File: src/rtl/prog_clock_divider.sv
// Runtime-programmable integer clock divider.
// Divides clk_in by N in [2, 2^WIDTH-1]. clk_out is low for N-H cycles and then
// high for H cycles (H = N>>1). tick marks the last cycle of each period.
// A new divisor is held pending and only takes effect at a period boundary or
// on restart, so clk_out never produces a runt pulse.
module prog_clock_divider #(
  parameter int WIDTH       = 16,
  parameter int DEFAULT_DIV = 2
) (
  input  logic             clk_in,
  input  logic             reset,
  input  logic             en,
  input  logic             restart,
  input  logic [WIDTH-1:0] div_in,
  input  logic             div_load,
  output logic             clk_out,
  output logic             tick,
  output logic             div_ack,
  output logic [WIDTH-1:0] div_cur
);

  // Divisor after reset, never below 2.
  localparam logic [WIDTH-1:0] RST_DIV =
    (DEFAULT_DIV < 2) ? WIDTH'(2) : WIDTH'(DEFAULT_DIV);

  // 0 and 1 are not meaningful divisors; they are raised to 2 on capture so
  // div_cur can never hold a value below 2.
  function automatic logic [WIDTH-1:0] clamp(input logic [WIDTH-1:0] v);
    return (v < WIDTH'(2)) ? WIDTH'(2) : v;
  endfunction

  logic [WIDTH-1:0] cnt, cnt_nxt;
  logic [WIDTH-1:0] div_nxt;
  logic [WIDTH-1:0] pend_val, pend_val_nxt;
  logic             pend, pend_nxt;
  logic             clk_nxt, tick_nxt, apply;
  logic [WIDTH-1:0] load_val;
  logic             last;

  assign load_val = clamp(div_in);
  // cnt never exceeds div_cur-1, so an equality test marks the period end.
  assign last     = (cnt == div_cur - WIDTH'(1));

  // Next-state: restart beats everything, otherwise count when enabled.
  // clk_out and tick are derived from the next count and next divisor so
  // the registered outputs line up with the registered count.
  always_comb begin
    cnt_nxt      = cnt;
    div_nxt      = div_cur;
    pend_nxt     = pend;
    pend_val_nxt = pend_val;
    clk_nxt      = clk_out;
    tick_nxt     = 1'b0;
    apply        = 1'b0;

    if (restart) begin
      cnt_nxt = '0;
      clk_nxt = 1'b0;
      // A load in the restart cycle is newer than any pending value.
      if (div_load) begin
        div_nxt  = load_val;
        pend_nxt = 1'b0;
        apply    = 1'b1;
      end else if (pend) begin
        div_nxt  = pend_val;
        pend_nxt = 1'b0;
        apply    = 1'b1;
      end
    end else begin
      // Last write wins while a value is pending.
      if (div_load) begin
        pend_val_nxt = load_val;
        pend_nxt     = 1'b1;
      end
      if (en) begin
        if (last) begin
          cnt_nxt = '0;
          // Only a value pending from an earlier cycle is applied here; a
          // load arriving on the wrap cycle waits for the next wrap.
          if (pend) begin
            div_nxt = pend_val;
            apply   = 1'b1;
            if (!div_load) pend_nxt = 1'b0;
          end
        end else begin
          cnt_nxt = cnt + WIDTH'(1);
        end
        clk_nxt  = (cnt_nxt >= div_nxt - (div_nxt >> 1));
        tick_nxt = (cnt_nxt == div_nxt - WIDTH'(1));
      end
    end
  end

  // State and output registers; reset discards any pending divisor.
  always_ff @(posedge clk_in or negedge reset) begin
    if (!reset) begin
      cnt      <= '0;
      clk_out  <= 1'b0;
      tick     <= 1'b0;
      div_ack  <= 1'b0;
      pend     <= 1'b0;
      pend_val <= RST_DIV;
      div_cur  <= RST_DIV;
    end else begin
      cnt      <= cnt_nxt;
      clk_out  <= clk_nxt;
      tick     <= tick_nxt;
      div_ack  <= apply;
      pend     <= pend_nxt;
      pend_val <= pend_val_nxt;
      div_cur  <= div_nxt;
    end
  end

endmodule

File: config.mk
export PLATFORM = sky130hd
export DESIGN_NAME = prog_clock_divider
export DESIGN_NICKNAME = d
export VERILOG_FILES = /design/src/rtl/prog_clock_divider.sv
export SDC_FILE = /design/constraint.sdc
export NUM_CORES = 1
export LEC_CHECK = 0
export ABC_AREA = 1
export BUFFER_PORTS_ARGS = -buffer_cell sky130_fd_sc_hd__buf_2
export CAP_MARGIN = 20
export CORE_ASPECT_RATIO = 1.5
export CORE_MARGIN = 2
export CORE_UTILIZATION = 46
export CTS_CLUSTER_SIZE = 14
export DETAILED_ROUTE_END_ITERATION = 8
export GPL_TIMING_DRIVEN = 0
export HOLD_SLACK_MARGIN = 0.06
export SYNTH_ARGS = -nofsm -noshare
export SYNTH_HDL_FRONTEND = slang
export SYNTH_SLANG_ARGS = --single-unit
File: constraint.sdc
create_clock -name clk_in -period 7.8 [get_ports clk_in]
set_input_delay 1.95 -clock clk_in [delete_from_list [all_inputs] [get_ports clk_in]]
set_output_delay 1.95 -clock clk_in [all_outputs]
set_load 0.02 [all_outputs]
* Yosys cells after proc, flatten, opt, wreduce, memory -nomap -nowiden
Index checks and enable logic that the tools add are counted.
** Word-level totals
- Register bits after elaboration :: 52
- Input bits :: 21
- Output and inout bits :: 19
- Logic and storage cells :: 46
** Cells by class
- Add/sub/neg operators :: 4
- Order comparisons :: 2
- Equal/unequal tests :: 2
- Multiplexer cells :: 28
- Bitwise operators :: 1
- Reduce and logical (&&, ||, !) cells :: 2
** Operators by type and width (count)
- 16-bit 2-to-1 mux :: 13
- 16-bit == test :: 2
- 16-bit by 1-bit subtractor with 16-bit output, second input constant :: 2
- 16-bit by 1-bit adder with 16-bit output, second input constant :: 1
- 16-bit >= comparator :: 1
- 16-bit by 2-bit < comparator with 1-bit output, second input constant :: 1
- 16-bit by 15-bit subtractor with 16-bit output :: 1
- 1-bit 2-to-1 mux :: 15
- 2-bit AND reduction :: 1
- 2-bit nonzero test :: 1
- 1-bit NOT :: 1

* Depth between registers and ports, before layout
- Word-level depth :: 9
- Depth in mapped cells :: 39
- Depth with buffers taken out :: 37

* Worst setup path before layout
No wires, ideal clock.
- Kind :: reg2reg
- Start point :: reg div_cur[1]
- End point :: reg clk_out
- Library setup time :: 123 ps
- Arrival :: 4870 ps
- Data required time :: 7677 ps
- Path slack :: 2807 ps
- Cell stages (with the launch flop) :: 36
- Buffers on the path :: 2
- Period minus slack after synthesis :: 4993 ps
- Path through :: dfstp_2 > inv_1 > ha_1 > nand2_1 > nor2_1 > nand2_1 > nand2_1 > nand3_1 > nand2_1 > nor2_2 > nand2_1 > nor2_4 > nand2_2 > buf_6 > buf_6 > o21ai_0 > inv_1 > ha_1 > inv_1 > fa_1 > nand3_1 > nand2_1 > a21oi_1 > o21ai_0 > nand2_1 > nand2_1 > a21oi_1 > o21ai_0 > a21oi_1 > o21ai_0 > xor2_1 > ha_1 > nand4_1 > a21oi_1 > o21ai_0 > nand2_1
** On the way
- Longest elaborated chain between the ends :: 9
- Elaborated cells between the ends (all ways) :: 13
- Those cells by class :: add/sub (2); order compare (1); eq/ne (1); mux (9)
** Ends and longest elaborated chain
- from (decl) :: RTL line 19 : output logic [WIDTH-1:0] div_cur
- from (signal assigned) :: RTL line 111 : div_cur <= div_nxt;
- 16-bit by 1-bit subtractor with 16-bit output :: RTL line 42 : assign last = (cnt == div_cur - WIDTH'(1));
- 16-bit == test :: RTL line 42
- 16-bit 2-to-1 mux :: RTL line 76 : if (last) begin
- 16-bit 2-to-1 mux :: RTL line 75 : if (en) begin
- 16-bit 2-to-1 mux :: RTL line 56 : if (restart) begin
- 16-bit by 15-bit subtractor with 16-bit output :: RTL line 88 : clk_nxt = (cnt_nxt >= div_nxt - (div_nxt >> 1));
- 16-bit >= comparator (*) :: RTL line 88
- 1-bit 2-to-1 mux (*) :: RTL line 75
- 1-bit 2-to-1 mux (*) :: RTL line 56
- to (signal assigned) :: RTL line 106 : clk_out <= clk_nxt;
- to (decl) :: RTL line 16 : output logic clk_out,
Mark *: on every way between the ends. The rest lies on a longest branch, timed or not. The select of a mux whose other input is x is not followed.
A chain may end at the register's enable or synchronous reset.

* Worst setup path after layout
Ends and elaborated chain as after synthesis.

==> impl_metrics.xml <==
<?xml version="1.0" encoding="UTF-8"?>
<metrics>
  <group name="clock_tree">
    <metric name="worst_skew_pair.late_latency" unit="ns">0.30</metric>
    <metric name="post_cts.resized_instances" unit="">0</metric>
    <metric name="hold_buffers" unit="">0</metric>
    <metric name="cts_sinks" unit="">52</metric>
    <metric name="clock_tree.htree_level_count" unit="">2</metric>
    <metric name="clk_root_buffer_cell" unit="">clkbuf_16</metric>
    <metric name="clock_tree_from_tritoncts" unit="">built</metric>
    <metric name="cts-root-to-sink-buffers" unit="">2</metric>
    <metric name="clkSlewWorstSetupHoldPaths" unit="ns">0.08</metric>
    <metric name="cts_inserted_buffers" unit="">5</metric>
    <metric name="post-cts-setup-buffers" unit="">0</metric>
  </group>
  <group name="pwr">
    <metric name="p_per_cell_area" unit="nW/um^2">174.9</metric>
    <metric name="irDropWorstVdd" unit="mV">0.1101</metric>
    <metric name="static-leakage-power" unit="nW">3.418</metric>
    <metric name="tot_pwr" unit="mW">1.094</metric>
  </group>
  <group name="floorplan">
    <metric name="fp-row-count" unit="">49</metric>
    <metric name="design.core.area" unit="um^2">12020</metric>
    <metric name="initial_core_util" unit="">0.4741</metric>
    <metric name="die_height" unit="um">140.3</metric>
    <metric name="io_pins" unit="">40</metric>
    <metric name="area_enclosed_by_the_die_boundary" unit="um^2">13310</metric>
    <metric name="floorplan.die.width" unit="um">94.87</metric>
  </group>
  <group name="synth">
    <metric name="synth.lib_cells_used.distinct" unit="">44</metric>
    <metric name="syn-num-nets" unit="">968</metric>
    <metric name="yosysWarnings" unit="">0</metric>
    <metric name="mappedNetlistArea" unit="um^2">5697</metric>
    <metric name="syn_avg_cell_area" unit="um^2">6.344</metric>
    <metric name="post-synth-top-area-fraction" unit="">0.2196</metric>
    <metric name="synth_async_sr_flop_share" unit="">1.000</metric>
    <metric name="netlist.top_cell.by_area" unit="">dfrtp_1</metric>
    <metric name="ys_top_cells_by_area" unit="">dfrtp_1, nand2_1, ha_1</metric>
    <metric name="netlist_instances" unit="">898</metric>
    <metric name="synth.most_common_cell" unit="">nand2_1</metric>
    <metric name="number_of_synthesized_flops_with_an_enable_pin" unit="">0</metric>
    <metric name="synth_sequential_area_ratio" unit="">0.2289</metric>
    <metric name="ys_ff_latch" unit="">52</metric>
    <metric name="ys.flop_type" unit="">dfrtp_1</metric>
    <metric name="synth.cells.most_frequent" unit="">nand2_1, inv_1, nor2_1</metric>
  </group>
  <group name="grt">
    <metric name="globalRoute.totalOverflow" unit="">0</metric>
    <metric name="grt_start_max_net_pins" unit="">29</metric>
    <metric name="track_usage" unit="">0.3087</metric>
    <metric name="antenna_violations_before_repair" unit="">0</metric>
    <metric name="first_pass_grt_wire_length" unit="um">31290</metric>
    <metric name="grt_pass1_vias" unit="">5965</metric>
  </group>
  <group name="sta">
    <metric name="finalWorstSetupSlack" unit="ns">1.598</metric>
    <metric name="number_of_pins_exceeding_their_max_slew_limit_in_the_final_report" unit="">0</metric>
    <metric name="timing_worst_slew_pin_value" unit="ns">0.8346</metric>
    <metric name="rsz0062_at_grt" unit="">false</metric>
    <metric name="timing_hold_violations_final" unit="">0</metric>
    <metric name="layout_min_cycle_time" unit="ns">6.202</metric>
    <metric name="fin_skew" unit="ns">0.004996</metric>
    <metric name="maxClockFrequency" unit="MHz">161.2</metric>
    <metric name="timing.max_slew.rel_slack" unit="">0.4377</metric>
    <metric name="report.final.setup_viol" unit="">0</metric>
    <metric name="final_min_period_over_clock_period" unit="">0.7951</metric>
    <metric name="setup_tns" unit="ns">0</metric>
  </group>
  <group name="route">
    <metric name="route.detailed.vias_per_inst" unit="">5.502</metric>
    <metric name="dr.first_iter.drc_count" unit="">349</metric>
    <metric name="avgRoutedWirePerCell" unit="um">18.03</metric>
    <metric name="routed-via-count" unit="">6047</metric>
    <metric name="drc" unit="">0</metric>
    <metric name="postRouteAntennaNets" unit="">0</metric>
    <metric name="detail_route.first_pass.iterations" unit="">8</metric>
    <metric name="drt_wl_total" unit="um">19820</metric>
  </group>
  <group name="final_layout">
    <metric name="proportion_of_layout_cells_with_a_drive_suffix_above_1" unit="">0.1089</metric>
    <metric name="num_antenna_cells" unit="">0</metric>
    <metric name="layout.filler_cells" unit="">1275</metric>
    <metric name="layout-area-overhead-vs-synth" unit="%">9.840</metric>
    <metric name="final_net_count" unit="">1015</metric>
  </group>
  <group name="critical_path">
    <metric name="timing.critical_path.from_type" unit="">flip-flop</metric>
    <metric name="cpPeakStageDelay" unit="ns">0.66</metric>
    <metric name="cp_num_cells" unit="">35</metric>
    <metric name="worstRegToRegCells" unit="">35</metric>
    <metric name="cp.arrival" unit="ns">6.40</metric>
    <metric name="worst-setup-path-type" unit="">flip-flop to flip-flop</metric>
    <metric name="worstPathMaxFanout" unit="">10</metric>
    <metric name="cpMostUsedCell" unit="">nand2_1</metric>
    <metric name="crit_path_end_kind" unit="">flip-flop</metric>
    <metric name="critical_path_required" unit="ns">7.99</metric>
    <metric name="crit_path_top_delay_cell" unit="">o21ai_0</metric>
    <metric name="critPathTopFamily" unit="">compound AO/OA/AOI/OAI gates</metric>
    <metric name="path_buf_inv" unit="">6</metric>
  </group>
  <group name="hold_path">
    <metric name="worst_hold_path.num_cells" unit="">2</metric>
    <metric name="hold_path.class" unit="">flip-flop to flip-flop</metric>
  </group>
  <group name="job">
    <metric name="max_cap_viol_count" unit="">0</metric>
  </group>
  <group name="placed_design">
    <metric name="dp_worst_setup_slack" unit="ns">1.691</metric>
    <metric name="place_congestion" unit="">0.9382</metric>
    <metric name="place.detailed.hpwl" unit="um">15990</metric>
    <metric name="io_buffers" unit="">39</metric>
  </group>
  <group name="status">
    <metric name="outcome" unit="">finished clean</metric>
  </group>
</metrics>
-- layout by cell type, fill, tap and decap left out, drive strengths merged, types with 10 or more instances in the layout --
master / Yosys / layout
a21oi: 31 / 31
buf: 5 / 45
clkbuf: 17 / 22
dfrtp: 50 / 50
ha: 48 / 48
inv: 149 / 152
nand2: 282 / 282
nand3: 60 / 60
nor2: 79 / 79
o21ai: 69 / 69
o221ai: 16 / 16
o22ai: 10 / 10
xor2: 30 / 30
-- through the flow --
step                std cells  hold WS [ns]  area, um^2    util
finish                   1099        0.4782        6257  0.5207
CTS                      1099        0.4824        6257  0.5207
global route             1099        0.5247        6257  0.5207
floorplan                 898        0.4367        5697       -
global placement         1090        0.4560        6083  0.5062
detailed placement       1091        0.4635        6103  0.5079
-- tightest hold or removal path: stages (launching register included) --
cell and delay [ns]:
dfrtp_1 0.35, nand2_1 0.05, nand2_1 0.04
-- power by group --
group | switching [mW] | internal (mW) | total [mW]
combinational | 0.344 | 0.179 | 0.523
sequential | 0.0329 | 0.294 | 0.327
clock | 0.120 | 0.124 | 0.245
total | 0.497 | 0.597 | 1.09
-- area by class of cell --
type / count / area, um^2 / share of cell area
flip-flops and latches: 52 / 1304 / 0.2084
clock inverters: 3 / 28.78 / 0.004599
well taps: 153 / 191.4 / 0.03059
inverters: 151 / 566.8 / 0.09058
multi-input cells: 673 / 3705 / 0.5921
repair buffers: 40 / 215.2 / 0.03439
plain buffers: 22 / 121.4 / 0.01940
clock buffers: 5 / 125.1 / 0.02000
-- sequential cells by signal (all words and copies together), names as in the netlist --
signal    count
clk_out       1
pend          1
div_cur      16
cnt          16
div_ack       1
pend_val     16
tick          1
-- cells by family (layout without fill, tap and decap cells) --
family          after synthesis  after routing  share of synthesized area
simple gates                449            449                     0.3426
buf+inv                     173            221                     0.1208
compound gates              142            142                     0.1480
flops                        52             52                     0.2289
fa+ha+maj                    49             49                     0.1089
xor+xnor                     33             33                    0.05074
-- final timing paths --
check	start	slack, ns	end
min reg2reg	pend_val[7]	0.48	pend_val[7]
max in group asynchronous	reset	5.47	pend_val[1]
max	div_cur[1]	1.60	clk_out
min	pend_val[7]	0.48	pend_val[7]
min in group asynchronous	reset	1.67	div_ack
max reg2reg	div_cur[1]	1.60	clk_out
-- metal layers --
layer / track usage / share of wire / vias to the layer above / routed length (um)
li1: - / - / 2978 / -
met3: 0.03873 / 0.049 / 63 / 971
met2: 0.5345 / 0.50 / 206 / 9995
met4: 0.1404 / 0.047 / 0 / 935
met5: 0 / 0 / - / 0
met1: 0.3751 / 0.40 / 2800 / 7915
Note: power is estimated with default switching activity, not from simulation.
